**src/rtl/seq_cla_pkg.sv**
```systemverilog
// Shared types and elaboration helpers for the multi-cycle carry-lookahead adder.
package seq_cla_pkg;

  typedef enum logic [1:0] {
    IDLE = 2'd0,
    RUN  = 2'd1,
    DONE = 2'd2
  } state_t;

  function automatic int calc_nchunk(input int width, input int chunk);
    return width / chunk;
  endfunction

  function automatic bit params_ok(input int width, input int chunk);
    return (chunk > 0) && (width >= chunk) && ((width % chunk) == 0) && ((chunk % 4) == 0);
  endfunction

  function automatic int idx_width(input int n);
    return (n > 1) ? $clog2(n) : 1;
  endfunction

endpackage

```
**src/rtl/seq_cla_adder_slice.sv**
```systemverilog
// Combinational CHUNK-bit adder: 4-bit group lookahead plus a second lookahead level across groups.
module cla_slice #(
  parameter int CHUNK = 16
) (
  input  logic [CHUNK-1:0] a_i,
  input  logic [CHUNK-1:0] b_i,
  input  logic             cin_i,
  output logic [CHUNK-1:0] sum_o,
  output logic             cout_o,
  output logic             c_msb_o,
  output logic             p_slice_o,
  output logic             g_slice_o
);

  localparam int NG = CHUNK / 4;

  logic [CHUNK-1:0] p;
  logic [CHUNK-1:0] g;
  logic [CHUNK-1:0] c;
  logic [NG-1:0]    gp;
  logic [NG-1:0]    gg;
  logic [NG:0]      gc;
  logic             t;
  logic             gacc;

  always_comb begin
    p    = a_i ^ b_i;
    g    = a_i & b_i;
    gp   = '0;
    gg   = '0;
    gc   = '0;
    c    = '0;
    t    = 1'b0;
    gacc = 1'b0;

    for (int k = 0; k < NG; k++) begin
      gp[k] = &p[4*k +: 4];
      gg[k] = g[4*k+3]
            | (p[4*k+3] & g[4*k+2])
            | (p[4*k+3] & p[4*k+2] & g[4*k+1])
            | (p[4*k+3] & p[4*k+2] & p[4*k+1] & g[4*k]);
    end

    // Flat sum-of-products carry into every group, no ripple through gc.
    for (int k = 0; k <= NG; k++) begin
      t = cin_i;
      for (int m = 0; m < k; m++) t = t & gp[m];
      gc[k] = t;
      for (int j = 0; j < k; j++) begin
        t = gg[j];
        for (int m = j + 1; m < k; m++) t = t & gp[m];
        gc[k] = gc[k] | t;
      end
    end

    for (int k = 0; k < NG; k++) begin
      c[4*k]   = gc[k];
      c[4*k+1] = g[4*k] | (p[4*k] & gc[k]);
      c[4*k+2] = g[4*k+1] | (p[4*k+1] & g[4*k]) | (p[4*k+1] & p[4*k] & gc[k]);
      c[4*k+3] = g[4*k+2] | (p[4*k+2] & g[4*k+1]) | (p[4*k+2] & p[4*k+1] & g[4*k])
               | (p[4*k+2] & p[4*k+1] & p[4*k] & gc[k]);
    end

    for (int j = 0; j < NG; j++) gacc = gg[j] | (gp[j] & gacc);
  end

  assign sum_o     = p ^ c;
  assign cout_o    = gc[NG];
  assign c_msb_o   = c[CHUNK-1];
  assign p_slice_o = &gp;
  assign g_slice_o = gacc;

endmodule

```
**src/rtl/seq_cla_adder.sv**
```systemverilog
// Multi-cycle WIDTH-bit add/subtract, one CHUNK slice per cycle, carry rippled through a register.
//   state | meaning
//   IDLE  | waiting for start
//   RUN   | adding slice idx_q each edge
//   DONE  | results loaded, done pulse; start accepted here too
module seq_cla_adder
  import seq_cla_pkg::*;
#(
  parameter int WIDTH  = 64,
  parameter int CHUNK  = 16,
  parameter int NCHUNK = calc_nchunk(WIDTH, CHUNK)
) (
  input  logic             clk,
  input  logic             rst_n,
  input  logic             start,
  input  logic [WIDTH-1:0] in_a,
  input  logic [WIDTH-1:0] in_b,
  input  logic             cin,
  input  logic             sub,
  output logic             busy,
  output logic             done,
  output logic [WIDTH-1:0] sum,
  output logic             cout,
  output logic             overflow,
  output logic             P_block,
  output logic             G_block
);

  localparam int IDXW = idx_width(NCHUNK);

  if (!params_ok(WIDTH, CHUNK)) begin : g_bad_params
    $error("seq_cla_adder: WIDTH must be a multiple of CHUNK and CHUNK a multiple of 4");
  end

  state_t            state_q, state_d;
  logic [IDXW-1:0]   idx_q, idx_d;
  logic              carry_q, carry_d;
  logic [WIDTH-1:0]  a_q, a_d;
  logic [WIDTH-1:0]  b_q, b_d;
  logic [WIDTH-1:0]  work_q, work_d;
  logic              p_acc_q, p_acc_d;
  logic              g_acc_q, g_acc_d;
  logic [WIDTH-1:0]  sum_q, sum_d;
  logic              cout_q, cout_d;
  logic              ovf_q, ovf_d;
  logic              pblk_q, pblk_d;
  logic              gblk_q, gblk_d;

  logic [CHUNK-1:0]  sl_a, sl_b, sl_sum;
  logic              sl_cout, sl_cmsb, sl_p, sl_g;
  logic              last;

  assign sl_a = a_q[int'(idx_q)*CHUNK +: CHUNK];
  assign sl_b = b_q[int'(idx_q)*CHUNK +: CHUNK];
  assign last = (idx_q == IDXW'(NCHUNK - 1));

  cla_slice #(.CHUNK(CHUNK)) u_slice (
    .a_i       (sl_a),
    .b_i       (sl_b),
    .cin_i     (carry_q),
    .sum_o     (sl_sum),
    .cout_o    (sl_cout),
    .c_msb_o   (sl_cmsb),
    .p_slice_o (sl_p),
    .g_slice_o (sl_g)
  );

  always_ff @(posedge clk) begin
    if (!rst_n) state_q <= IDLE;
    else        state_q <= state_d;
  end

  always_comb begin
    state_d = state_q;
    idx_d   = idx_q;
    carry_d = carry_q;
    a_d     = a_q;
    b_d     = b_q;
    work_d  = work_q;
    p_acc_d = p_acc_q;
    g_acc_d = g_acc_q;
    sum_d   = sum_q;
    cout_d  = cout_q;
    ovf_d   = ovf_q;
    pblk_d  = pblk_q;
    gblk_d  = gblk_q;

    case (state_q)
      IDLE, DONE: begin
        state_d = IDLE;
        if (start) begin
          state_d = RUN;
          a_d     = in_a;
          b_d     = sub ? ~in_b : in_b;
          carry_d = sub | cin;
          p_acc_d = 1'b1;
          g_acc_d = 1'b0;
          idx_d   = '0;
        end
      end
      RUN: begin
        work_d[int'(idx_q)*CHUNK +: CHUNK] = sl_sum;
        carry_d = sl_cout;
        p_acc_d = p_acc_q & sl_p;
        g_acc_d = sl_g | (sl_p & g_acc_q);
        if (last) begin
          // All visible results change together on the edge into DONE.
          state_d = DONE;
          idx_d   = '0;
          sum_d   = work_d;
          cout_d  = sl_cout;
          ovf_d   = sl_cmsb ^ sl_cout;
          pblk_d  = p_acc_d;
          gblk_d  = g_acc_d;
        end else begin
          idx_d = idx_q + 1'b1;
        end
      end
      default: state_d = IDLE;
    endcase
  end

  always_ff @(posedge clk) begin
    if (!rst_n) begin
      idx_q   <= '0;
      carry_q <= 1'b0;
      a_q     <= '0;
      b_q     <= '0;
      work_q  <= '0;
      p_acc_q <= 1'b0;
      g_acc_q <= 1'b0;
      sum_q   <= '0;
      cout_q  <= 1'b0;
      ovf_q   <= 1'b0;
      pblk_q  <= 1'b0;
      gblk_q  <= 1'b0;
    end else begin
      idx_q   <= idx_d;
      carry_q <= carry_d;
      a_q     <= a_d;
      b_q     <= b_d;
      work_q  <= work_d;
      p_acc_q <= p_acc_d;
      g_acc_q <= g_acc_d;
      sum_q   <= sum_d;
      cout_q  <= cout_d;
      ovf_q   <= ovf_d;
      pblk_q  <= pblk_d;
      gblk_q  <= gblk_d;
    end
  end

  assign busy     = (state_q == RUN);
  assign done     = (state_q == DONE);
  assign sum      = sum_q;
  assign cout     = cout_q;
  assign overflow = ovf_q;
  assign P_block  = pblk_q;
  assign G_block  = gblk_q;

endmodule

```
**config.mk**
```make
export PLATFORM = sky130hd
export DESIGN_NAME = seq_cla_adder
export DESIGN_NICKNAME = d
export VERILOG_FILES = /design/src/rtl/seq_cla_pkg.sv /design/src/rtl/seq_cla_adder_slice.sv /design/src/rtl/seq_cla_adder.sv
export SDC_FILE = /design/constraint.sdc
export NUM_CORES = 1
export LEC_CHECK = 0
export ABC_CLOCK_PERIOD_IN_PS = 4100
export CAP_MARGIN = 20
export CORE_MARGIN = 4
export CORE_UTILIZATION = 49
export DETAILED_ROUTE_END_ITERATION = 6
export HOLD_SLACK_MARGIN = 0.08
export MAX_ROUTING_LAYER = met4
export PLACE_DENSITY = 0.77
export SYNTH_ARGS = -nofsm -noshare
export SYNTH_HDL_FRONTEND = slang
export SYNTH_SLANG_ARGS = --single-unit
```
**constraint.sdc**
```tcl
create_clock -name clk -period 4.1 [get_ports clk]
set_input_delay 0.82 -clock clk [delete_from_list [all_inputs] [get_ports clk]]
set_output_delay 0.82 -clock clk [all_outputs]
set_load 0.005 [all_outputs]
```
---- Word-level counts from Yosys, hierarchy flattened ----
Cells that the tools add are included.
cells by class
  add/subtract/negate cells ............... 2
  equality and inequality tests ........... 5
  shift operators ......................... 4
  muxes and demuxes ....................... 14
  bitwise operators ....................... 126
  reductions and logical operators ........ 11
operators with widths
  kind                        count
  $shiftx A64 B7 Y16          2
  $and A1 B1 Y1               70
  $bwmux W64                  1
  $mux W64                    1
  $not A64 Y64                1
  $shift A16 B33 Y64 const A  1
  $shiftx A16 B33 Y64         1
  $or A1 B1 Y1                51
  $neg A6 Y33                 1
  $xor A16 B16 Y16            2
  $and A16 B16 Y16            1
  $reduce_and A16 Y1          1
  $reduce_and A4 Y1           4
  $pmux W2 S2                 2
  $mux W2                     3
  $pmux W1 S2                 3
  $reduce_and A2 Y1           3
  $eq A2 B2 Y1 const B        2
  $mux W1                     4
  $add A2 B1 Y2 const B       1
  $eq A2 B1 Y1 const B        1
  $logic_not A2 Y1            1
  $ne A2 B1 Y1 const B        1
  $ne A2 B2 Y1 const B        1
  3 further kinds             3
word-level totals
  register bits after elaboration ......... 267
  input port bits ......................... 133
  output and inout bits ................... 70
  logic and storage cells ................. 175

---- Longest topological paths before layout ----
Gate-level depths: netlist of the first run.
  depth in word-level cells ............... 16
  depth in mapped cells ................... 13
  gate-level depth less buffers ........... 11

---- By module ----
From an unflattened synthesis of the first run, not the netlist that was laid out.
second synthesis, totals
  cells, all modules ...................... 1318
  area total of the unflattened synthesis .. 11995.3 sq um
by module, submodules not included
  module         times used  cells each  area an instance (sq um)  seq. area each (sq um)
  seq_cla_adder  1           1218        11228.3                   5345.1
  cla_slice      1           100         767.0                     0.0

---- Least setup slack after synthesis of the first run ----
No wires, ideal clock.
  path kind ............................... register -> register
  start ................................... reg idx_q[0]
  end ..................................... reg work_q[13]
  setup time .............................. 0.059 ns
  arrival time ............................ 3.810 ns
  required time ........................... 4.041 ns
  path slack .............................. 0.231 ns
  cell stages (with the launch flop) ...... 14
  buffers on the path ..................... 2
  clock period less this slack ............ 3.869 ns
  cells stage by stage .................... dfxtp_1 buf_4 buf_1 mux4_2 ha_1 a21oi_1 o22ai_2 nor4_1 nor2_1 fa_1 xor2_1 a22oi_1 nand2_1 o211a_1
between the ends
  cells in the longest elaborated chain, start to end .. 16
  elaborated cells on any way between the ends .. 108
  those cells by class .................... 1 x add/sub; 4 x shift; 1 x mux; 99 x bitwise; 3 x reduce/logical
ends and longest elaborated chain
  item                                                  line                                                                             source
  from (decl)                                           seq_cla_adder.sv:36                                                              logic [IDXW-1:0] idx_q, idx_d;
  from (signal assigned)                                seq_cla_adder.sv:138                                                             idx_q <= idx_d;
  $shiftx A64 B7 Y16 (on tied branches)                 seq_cla_adder.sv:53, seq_cla_adder.sv:54
  $xor A16 B16 Y16 or $and A16 B16 Y16 (tied branches)  seq_cla_adder_slice.sv:27, seq_cla_adder_slice.sv:28
  $and A1 B1 Y1 (on tied branches)                      seq_cla_adder_slice.sv:39, seq_cla_adder_slice.sv:40, seq_cla_adder_slice.sv:41
  $or A1 B1 Y1 (tied with other cells)                  seq_cla_adder_slice.sv:39                                                        | (p[4*k+3] & g[4*k+2])
  $or A1 B1 Y1 or $and A1 B1 Y1 (tied branches)         seq_cla_adder_slice.sv:40, seq_cla_adder_slice.sv:41
  $or A1 B1 Y1                                          seq_cla_adder_slice.sv:41                                                        | (p[4*k+3] & p[4*k+2] & p[4*k+1] & g[4*k]);
  $and A1 B1 Y1 (2 in a row)                            seq_cla_adder_slice.sv:51                                                        for (int m = j + 1; m < k; m++) t = t & gp[m];
  $or A1 B1 Y1 (3 in a row)                             seq_cla_adder_slice.sv:52                                                        gc[k] = gc[k] | t;
  $and A1 B1 Y1 (on tied branches)                      seq_cla_adder_slice.sv:58, seq_cla_adder_slice.sv:59, seq_cla_adder_slice.sv:61
  $or A1 B1 Y1 (on tied branches)                       seq_cla_adder_slice.sv:58, seq_cla_adder_slice.sv:59, seq_cla_adder_slice.sv:61
  $xor A16 B16 Y16                                      seq_cla_adder_slice.sv:67                                                        assign sum_o = p ^ c;
  $shiftx A16 B33 Y64                                   seq_cla_adder.sv:102                                                             work_d[int'(idx_q)*CHUNK +: CHUNK] = sl_sum;
  $bwmux W64 (*)                                        seq_cla_adder.sv:102
  to (signal assigned)                                  seq_cla_adder.sv:142                                                             work_q <= work_d;
  to (decl)                                             seq_cla_adder.sv:40                                                              logic [WIDTH-1:0] work_q, work_d;
Every way passes the cells marked *; elsewhere a longest branch is shown, timed or not.
A chain may end at the register's enable or synchronous reset.

---- Final worst setup path of the first run ----
  start ................................... reg idx_q[0]
  end ..................................... reg work_q[9]
Same word-level chain as after synthesis.

==> results of run 1 <==
-- critical path: stages, from the launching register on --
cell and delay (ps):
dfxtp_2 360, buf_12 200, mux4_2 540, ha_1 380, a21oi_1 270, o22ai_2 170
o31ai_2 270, inv_1 90, fa_1 380, xor2_1 610, a22oi_1 190, nand2_1 120
o211a_1 140
-- power by group through the flow --
stage	Clock, mW	Sequential [mW]	Combinational (mW)
after global placement	0	2.84	0.976
after global routing	2.81	2.80	1.09
after floorplan	0	2.81	0.626
final	2.67	2.79	1.01
after detailed placement	0	2.84	0.994
after CTS	2.70	2.79	1.00
-- logic make-up (layout without fill, tap and decap cells) --
group,Yosys count,after routing,share of synthesized area [%]
AO/OA/AOI/OAI,361,361,23.2
XOR/XNOR,73,73,5.18
adder cells (fa/ha/maj),26,26,2.88
buffers and inverters,127,295,3.93
flip-flops,267,267,43.3
multiplexers,34,34,6.00
AND/OR/NAND/NOR,421,421,15.5
-- cell usage in the layout, fill, tap and decap left out, types with 5 or more instances in the layout --
| cell | instances |
|---|---|
| dfxtp_1 | 265 |
| o31ai_1 | 8 |
| a21oi_1 | 28 |
| clkdlybuf4s50_1 | 200 |
| clkbuf_16 | 27 |
| clkbuf_1 | 5 |
| nand2_1 | 242 |
| nand4_1 | 8 |
| nor2_1 | 59 |
| o21ai_0 | 38 |
| mux4_2 | 32 |
| a221oi_1 | 37 |
| a32o_1 | 11 |
| nand3_1 | 23 |
| ha_1 | 22 |
| a21boi_0 | 69 |
| buf_4 | 24 |
| a21o_1 | 8 |
| nor2b_1 | 33 |
| or4_1 | 6 |
| clkinv_2 | 5 |
| xnor2_1 | 69 |
| o211ai_1 | 7 |
| nor3b_1 | 23 |
| inv_1 | 16 |
| a22oi_1 | 40 |
| o211a_1 | 92 |
| bufinv_16 | 6 |
-- sequential cells by signal, summed over array words and instances (netlist names), 2 cells and up --
| signal | flops |
|---|---|
| a_q | 64 |
| work_q | 64 |
| sum | 64 |
| idx_q | 2 |
| b_q | 64 |
| state_q | 2 |
-- what timing repair did --
item	4_1_cts	5_1_grt
resized for setup	0	1
endpoints found under the hold margin	0	0
setup endpoints to repair	0	2
-- final cells by class --
cell class	instances	area, sq um	share of cell area [%]
tap	324	405	2.60
inverter	18	67.6	0.433
multi-input combinational	915	6550	42.0
sequential	267	5350	34.3
timing repair buffer	229	2270	14.6
clock buffer	36	749	4.80
clock inverter	12	213	1.36
-- synthesized netlist by cell type, types with 3 or more instances --
master | instances | area, sq um
dfxtp_1 | 267 | 5350
nand2_1 | 242 | 908
o211a_1 | 92 | 921
clkbuf_1 | 91 | 342
a21boi_0 | 69 | 518
xnor2_1 | 69 | 604
nor2_1 | 59 | 221
a22oi_1 | 40 | 300
o21ai_0 | 38 | 190
a221oi_1 | 37 | 324
nor2b_1 | 34 | 213
mux4_2 | 32 | 721
a21oi_1 | 28 | 140
nand3_1 | 23 | 115
nor3b_1 | 23 | 173
ha_1 | 22 | 275
inv_1 | 16 | 60.1
buf_1 | 13 | 48.8
a32o_1 | 11 | 110
a21o_1 | 8 | 60.1
nand4_1 | 8 | 50.1
o31ai_1 | 8 | 60.1
o211ai_1 | 7 | 52.6
or4_1 | 6 | 45.0
and2_1 | 5 | 31.3
nand2b_1 | 5 | 31.3
buf_2 | 4 | 20.0
fa_1 | 4 | 80.1
o21a_1 | 4 | 30.0
xor2_1 | 4 | 35.0
nor4_1 | 3 | 18.8
-- layer usage --
layer	vias up	track usage [%]	routed length, microns
li1	5001	-	-
met1	4989	32.0	14200
met2	439	38.3	16000
met3	82	2.89	2460
met4	0	7.86	1270
met5	-	-	0
-- worst max path at each step --
stage,end,startpoint
2_1_floorplan,work_q[13]$_SDFFE_PN0P_,idx_q[0]$_SDFFE_PN0P_
3_3_place_gp,work_q[13]$_SDFFE_PN0P_,idx_q[0]$_SDFFE_PN0P_
3_5_place_dp,sum[13]$_SDFFE_PN0P_,idx_q[0]$_SDFFE_PN0P_
4_1_cts,sum[13]$_SDFFE_PN0P_,idx_q[0]$_SDFFE_PN0P_
5_1_grt,work_q[9]$_SDFFE_PN0P_,idx_q[0]$_SDFFE_PN0P_
6_report,work_q[9]$_SDFFE_PN0P_,idx_q[0]$_SDFFE_PN0P_
-- stage by stage --
stage          util [%]  setup slack (ps)  cells  power [mW]
2_1_floorplan         -               231   1309        3.44
3_3_place_gp       59.7               417   1753        3.82
3_5_place_dp       59.7               311   1753        3.84
4_1_cts            63.6               295   1801        6.49
5_1_grt            63.6              56.5   1801        6.70
6_report           63.6               309   1801        6.46
==> results.ini, run 1 <==
[detailed_routing]
wl_microns=34000
post-route-drc-count=0
vias=10511
firstDrtPassIters=6
drt_first_iter_violations=1125
routedWlPerCell_microns=18.9
postRouteAntennaNets=0
viasPerCell=5.84

[yosys]
synthCells=1309
synth-edff-count=0
synthArstFlopShare_pct=0
ys_types=58
ys_seq_area_share_pct=43.3
syn_avg_cell_area_sq_um=9.44
synthFlopType=dfxtp_1
syn_area_sq_mm=0.0124
synth_fp_nets=1468
yosys_register_bits=267
yosys_warnings=0

[pwr]
powerDensity_mw_per_mm2=414
ir_drop_mv=0.226
pwr-share-clk_pct=41.3
p_leak_nw=6.53
combinationalPowerShare_pct=15.6
swShare_pct=25.6
seqPwrFrac_pct=43.1
internal_power_mw=4.81
p_sw_mw=1.65

[floorplanning]
start_util_pct=50.4
io_pins=203
core_area_sq_mm=0.0245
rows=57
die-area_sq_mm=0.0278
die_width_microns=167
die_h_microns=167

[timing]
setup_viol=0
clock.fmax_mhz=264
min_period_ps=3790
rsz0062_at_grt=no
worst_slew_pin_slew_ps=1020
hold_ws_ps=454
max-slew-margin-rel_pct=31.6
drv_slew=0
fin_tns_setup_ps=0
fin_crit_sh_pct=92.5
clock_skew_ps=12.1
hold_viol_final=0

[setup_path]
criticalPathCategory=flip-flop to flip-flop
critPathMaxFanout=19
r2r_setup_slack_ps=310
arrival_ps=4260
cp-start-kind=flip-flop
crit_path_end_kind=flip-flop
r2r_cells=12
reg2reg_to=work_q[9]$_SDFFE_PN0P_
r2r_start=idx_q[0]$_SDFFE_PN0P_
cp_data_required_time_ps=4570

[clock_tree]
clkTransAtPathRegs_ps=60
numCtsBuffers=27
cts_tree=yes
clk_latency_ps=530
numClockSinks=267
cts_root_buffer=clkbuf_16
clock_path_buffers=3
hold_buffers=0
cts_post_setup_buffers_inserted=0
h-tree-depth=1

[placement]
io_buffers=202
routabilityCongestion=0.973
post_dp_cell_area_sq_mm=0.0146
hpwlAfterDp_microns=24000

[grt]
grt_remaining_overflow=0
antenna_found_initial=0
grt_pass1_vias=9963
grt_max_degree=195
grt_first_pass_wirelength_microns=53500
grt_use_total_pct=24.0

[cells_and_area]
n_antenna_cell=0
syn2layout_area_growth_pct=26.4
final_layout_size_suffix_gt1_share_pct=8.33
final_cell_area_sq_mm=0.0156
num-nets-final=1617
fillerInstances=2044

[run_status]
outcome=finished, final reports clean

[hold_path]
min_from=work_q[7]$_SDFFE_PN0P_
hold_end=work_q[7]$_SDFFE_PN0P_
hold_depth=2
hp-class=flip-flop to flip-flop

[job]
maxCapViolCount=0

Note: power is estimated with default switching activity, not from simulation.
==> run 2, diff against run 1 <==
--- a/config.mk
+++ b/config.mk
@@ -9,8 +9,8 @@
 export CAP_MARGIN = 20
 export CORE_MARGIN = 4
 export CORE_UTILIZATION = 49
+export CTS_BUF_LIST = sky130_fd_sc_hd__clkbuf_16
 export DETAILED_ROUTE_END_ITERATION = 6
-export HOLD_SLACK_MARGIN = 0.08
 export MAX_ROUTING_LAYER = met4
 export PLACE_DENSITY = 0.77
 export SYNTH_ARGS = -nofsm -noshare
==> run 2 against run 1 <==
  * Critical endpoint is now sum[9]$_SDFFE_PN0P_
  * Critical path depth did not move
  * Die area stayed put
  * Sequential cell count did not move
  * Final area down 0.26%
  * Clock skew down 1.6 ps
  * Routed wire length about the same
  * First-iteration DRC count up 10%
  * Register-to-register slack lost 30 ps
  * Via count shrank 0.25%
  * Sequential share of layout area is 0.088 points higher
  * Final cell count unchanged
  * Total power decreased by 1.3%
==> results.ini, run 2 (synthesized netlist as in run 1, its figures left out) <==
[run_status]
outcome=finished, final reports clean

[grt]
grt_max_degree=195  ; unchanged
grt_first_pass_wirelength_microns=53500  ; about the same
grt_use_total_pct=23.9  ; about the same
antenna_found_initial=0  ; unchanged
grt_remaining_overflow=0  ; unchanged
grt_pass1_vias=9963  ; unchanged

[placement]
io_buffers=202  ; unchanged
post_dp_cell_area_sq_mm=0.0146  ; unchanged
pre_cts_ws_ps=311  ; unchanged
hpwlAfterDp_microns=24000  ; unchanged
routabilityCongestion=0.973  ; unchanged

[cells_and_area]
regArea_sq_mm=0.00535  ; unchanged
layout_commonest_cell=dfxtp_1
fillerInstances=2052  ; +0.39%
final_layout_size_suffix_gt1_share_pct=8.06  ; -0.27 points
multi_input_area_sq_mm=0.00655  ; unchanged
num-nets-final=1617  ; unchanged
n_antenna_cell=0  ; unchanged
layout_common_cells=265 x dfxtp_1, 242 x nand2_1, 200 x clkdlybuf4s50_1
final_cell_area_sq_mm=0.0156  ; -0.26%
syn2layout_area_growth_pct=26.0
fin_util_pct=63.5  ; -0.16 points

[detailed_routing]
viasPerCell=5.82  ; -0.25%
routedWlPerCell_microns=18.9  ; about the same
postRouteAntennaNets=0  ; unchanged
wl_microns=34000  ; about the same
vias=10485  ; -0.25%
drt_first_iter_violations=1242  ; +10%
post-route-drc-count=0  ; unchanged
firstDrtPassIters=7  ; +1

[clock_tree]
numClockSinks=267  ; unchanged
cts_post_setup_buffers_inserted=0  ; unchanged
cts_tree=yes
cts_root_buffer=clkbuf_16
hold_buffers=0  ; unchanged
clk_latency_ps=530  ; about the same
clkTransAtPathRegs_ps=60  ; about the same
h-tree-depth=1  ; unchanged
ctsResizeCount=0  ; unchanged
numCtsBuffers=27  ; unchanged
clock_path_buffers=3  ; unchanged

[timing]
fin_ws_ps=280  ; -29.6 ps
clock.fmax_mhz=262  ; -0.78%
max-slew-margin-rel_pct=30.3  ; -1.3 points
clock_skew_ps=10.5  ; -1.62 ps
drv_slew=0  ; unchanged
fin_tns_setup_ps=0  ; unchanged
fin_crit_sh_pct=93.2  ; +0.72 points
worst_slew_pin_slew_ps=1040  ; +19.4 ps
rsz0062_at_grt=no
hold_viol_final=0  ; unchanged
setup_viol=0  ; unchanged
min_period_ps=3820  ; +29.6 ps

[hold_path]
hp-class=flip-flop to flip-flop
hold_depth=2  ; unchanged

[job]
maxCapViolCount=0  ; unchanged

[floorplanning]
die_h_microns=167  ; unchanged
rows=57  ; unchanged
die-area_sq_mm=0.0278  ; unchanged
io_pins=203  ; unchanged
start_util_pct=50.4  ; unchanged
die_width_microns=167  ; unchanged
core_area_sq_mm=0.0245  ; unchanged

[pwr]
powerDensity_mw_per_mm2=410  ; -1.1%
p_leak_nw=6.53  ; about the same
ir_drop_mv=0.227  ; +0.69%

[setup_path]
crit_path_end_kind=flip-flop
cp-start-kind=flip-flop
criticalPathCategory=flip-flop to flip-flop
critPathMaxFanout=19  ; unchanged
arrival_ps=4290  ; +30 ps
r2r_cells=12  ; unchanged
cp_data_required_time_ps=4570  ; about the same

## run 2: power by group
| part | total [mW] | switching, mW | internal (mW) |
|---|---|---|---|
| registers | 2.79 | 0.0743 | 2.71 |
| clock network | 2.58 | 1.01 | 1.57 |
| logic | 1.01 | 0.568 | 0.443 |
## run 2: layout make-up
| type | instances | share of cell area, % |
|---|---|---|
| Multi-Input combinational cell | 915 | 42.1 |
| Sequential cell | 267 | 34.3 |
| Timing Repair Buffer | 229 | 14.6 |
| Clock buffer | 27 | 4.34 |
| Tap cell | 324 | 2.60 |
| Clock inverter | 21 | 1.58 |
| Inverter | 18 | 0.434 |
## run 2: routing by layer
metal  vias to the layer above  routed length [microns]  global-route usage, %
li1                       4994                        -                      -
met1                      4995                    14400                   31.9
met2                       423                    16100                   38.5
met3                        73                     2310                   2.82
met4                         0                     1140                   7.61
met5                         -                        0                      -
## run 2: final timing paths
path	endpoint	startpoint	slack, ps
worst min-delay path	work_q[7]$_SDFFE_PN0P_	work_q[7]$_SDFFE_PN0P_	460
worst max-delay path	sum[9]$_SDFFE_PN0P_	idx_q[0]$_SDFFE_PN0P_	280
worst min register to register	work_q[7]$_SDFFE_PN0P_	work_q[7]$_SDFFE_PN0P_	460
worst max register to register	sum[9]$_SDFFE_PN0P_	idx_q[0]$_SDFFE_PN0P_	280
## run 2: per-stage QoR
| stage | hold slack (ps) | total power [mW] | instances |
|---|---|---|---|
| 5_1_grt | 482 | 6.61 | 1801 |
| 2_1_floorplan | 429 | 3.44 | 1309 |
| 3_5_place_dp | 446 | 3.84 | 1753 |
| 6_report | 455 | 6.38 | 1801 |
| 4_1_cts | 454 | 6.40 | 1801 |
| 3_3_place_gp | 441 | 3.82 | 1753 |
## run 2: critical path: stages, from the launching register on
cell and delay, ps:
dfxtp_2 370, buf_12 200, mux4_2 530, ha_1 380
a21oi_1 270, o22ai_2 170, o31ai_2 270, inv_1 90
fa_1 380, xor2_1 630, a22oi_1 190, nand2_1 120
o211a_1 150
==> run 3, diff against run 2 <==
--- a/config.mk
+++ b/config.mk
@@ -10,6 +10,7 @@
 export CORE_MARGIN = 4
 export CORE_UTILIZATION = 49
 export CTS_BUF_LIST = sky130_fd_sc_hd__clkbuf_16
+export CTS_CLUSTER_SIZE = 24
 export DETAILED_ROUTE_END_ITERATION = 6
 export MAX_ROUTING_LAYER = met4
 export PLACE_DENSITY = 0.77
==> results of run 3 <==
The final DEF is identical to that of run 2; final timing and power are the same.
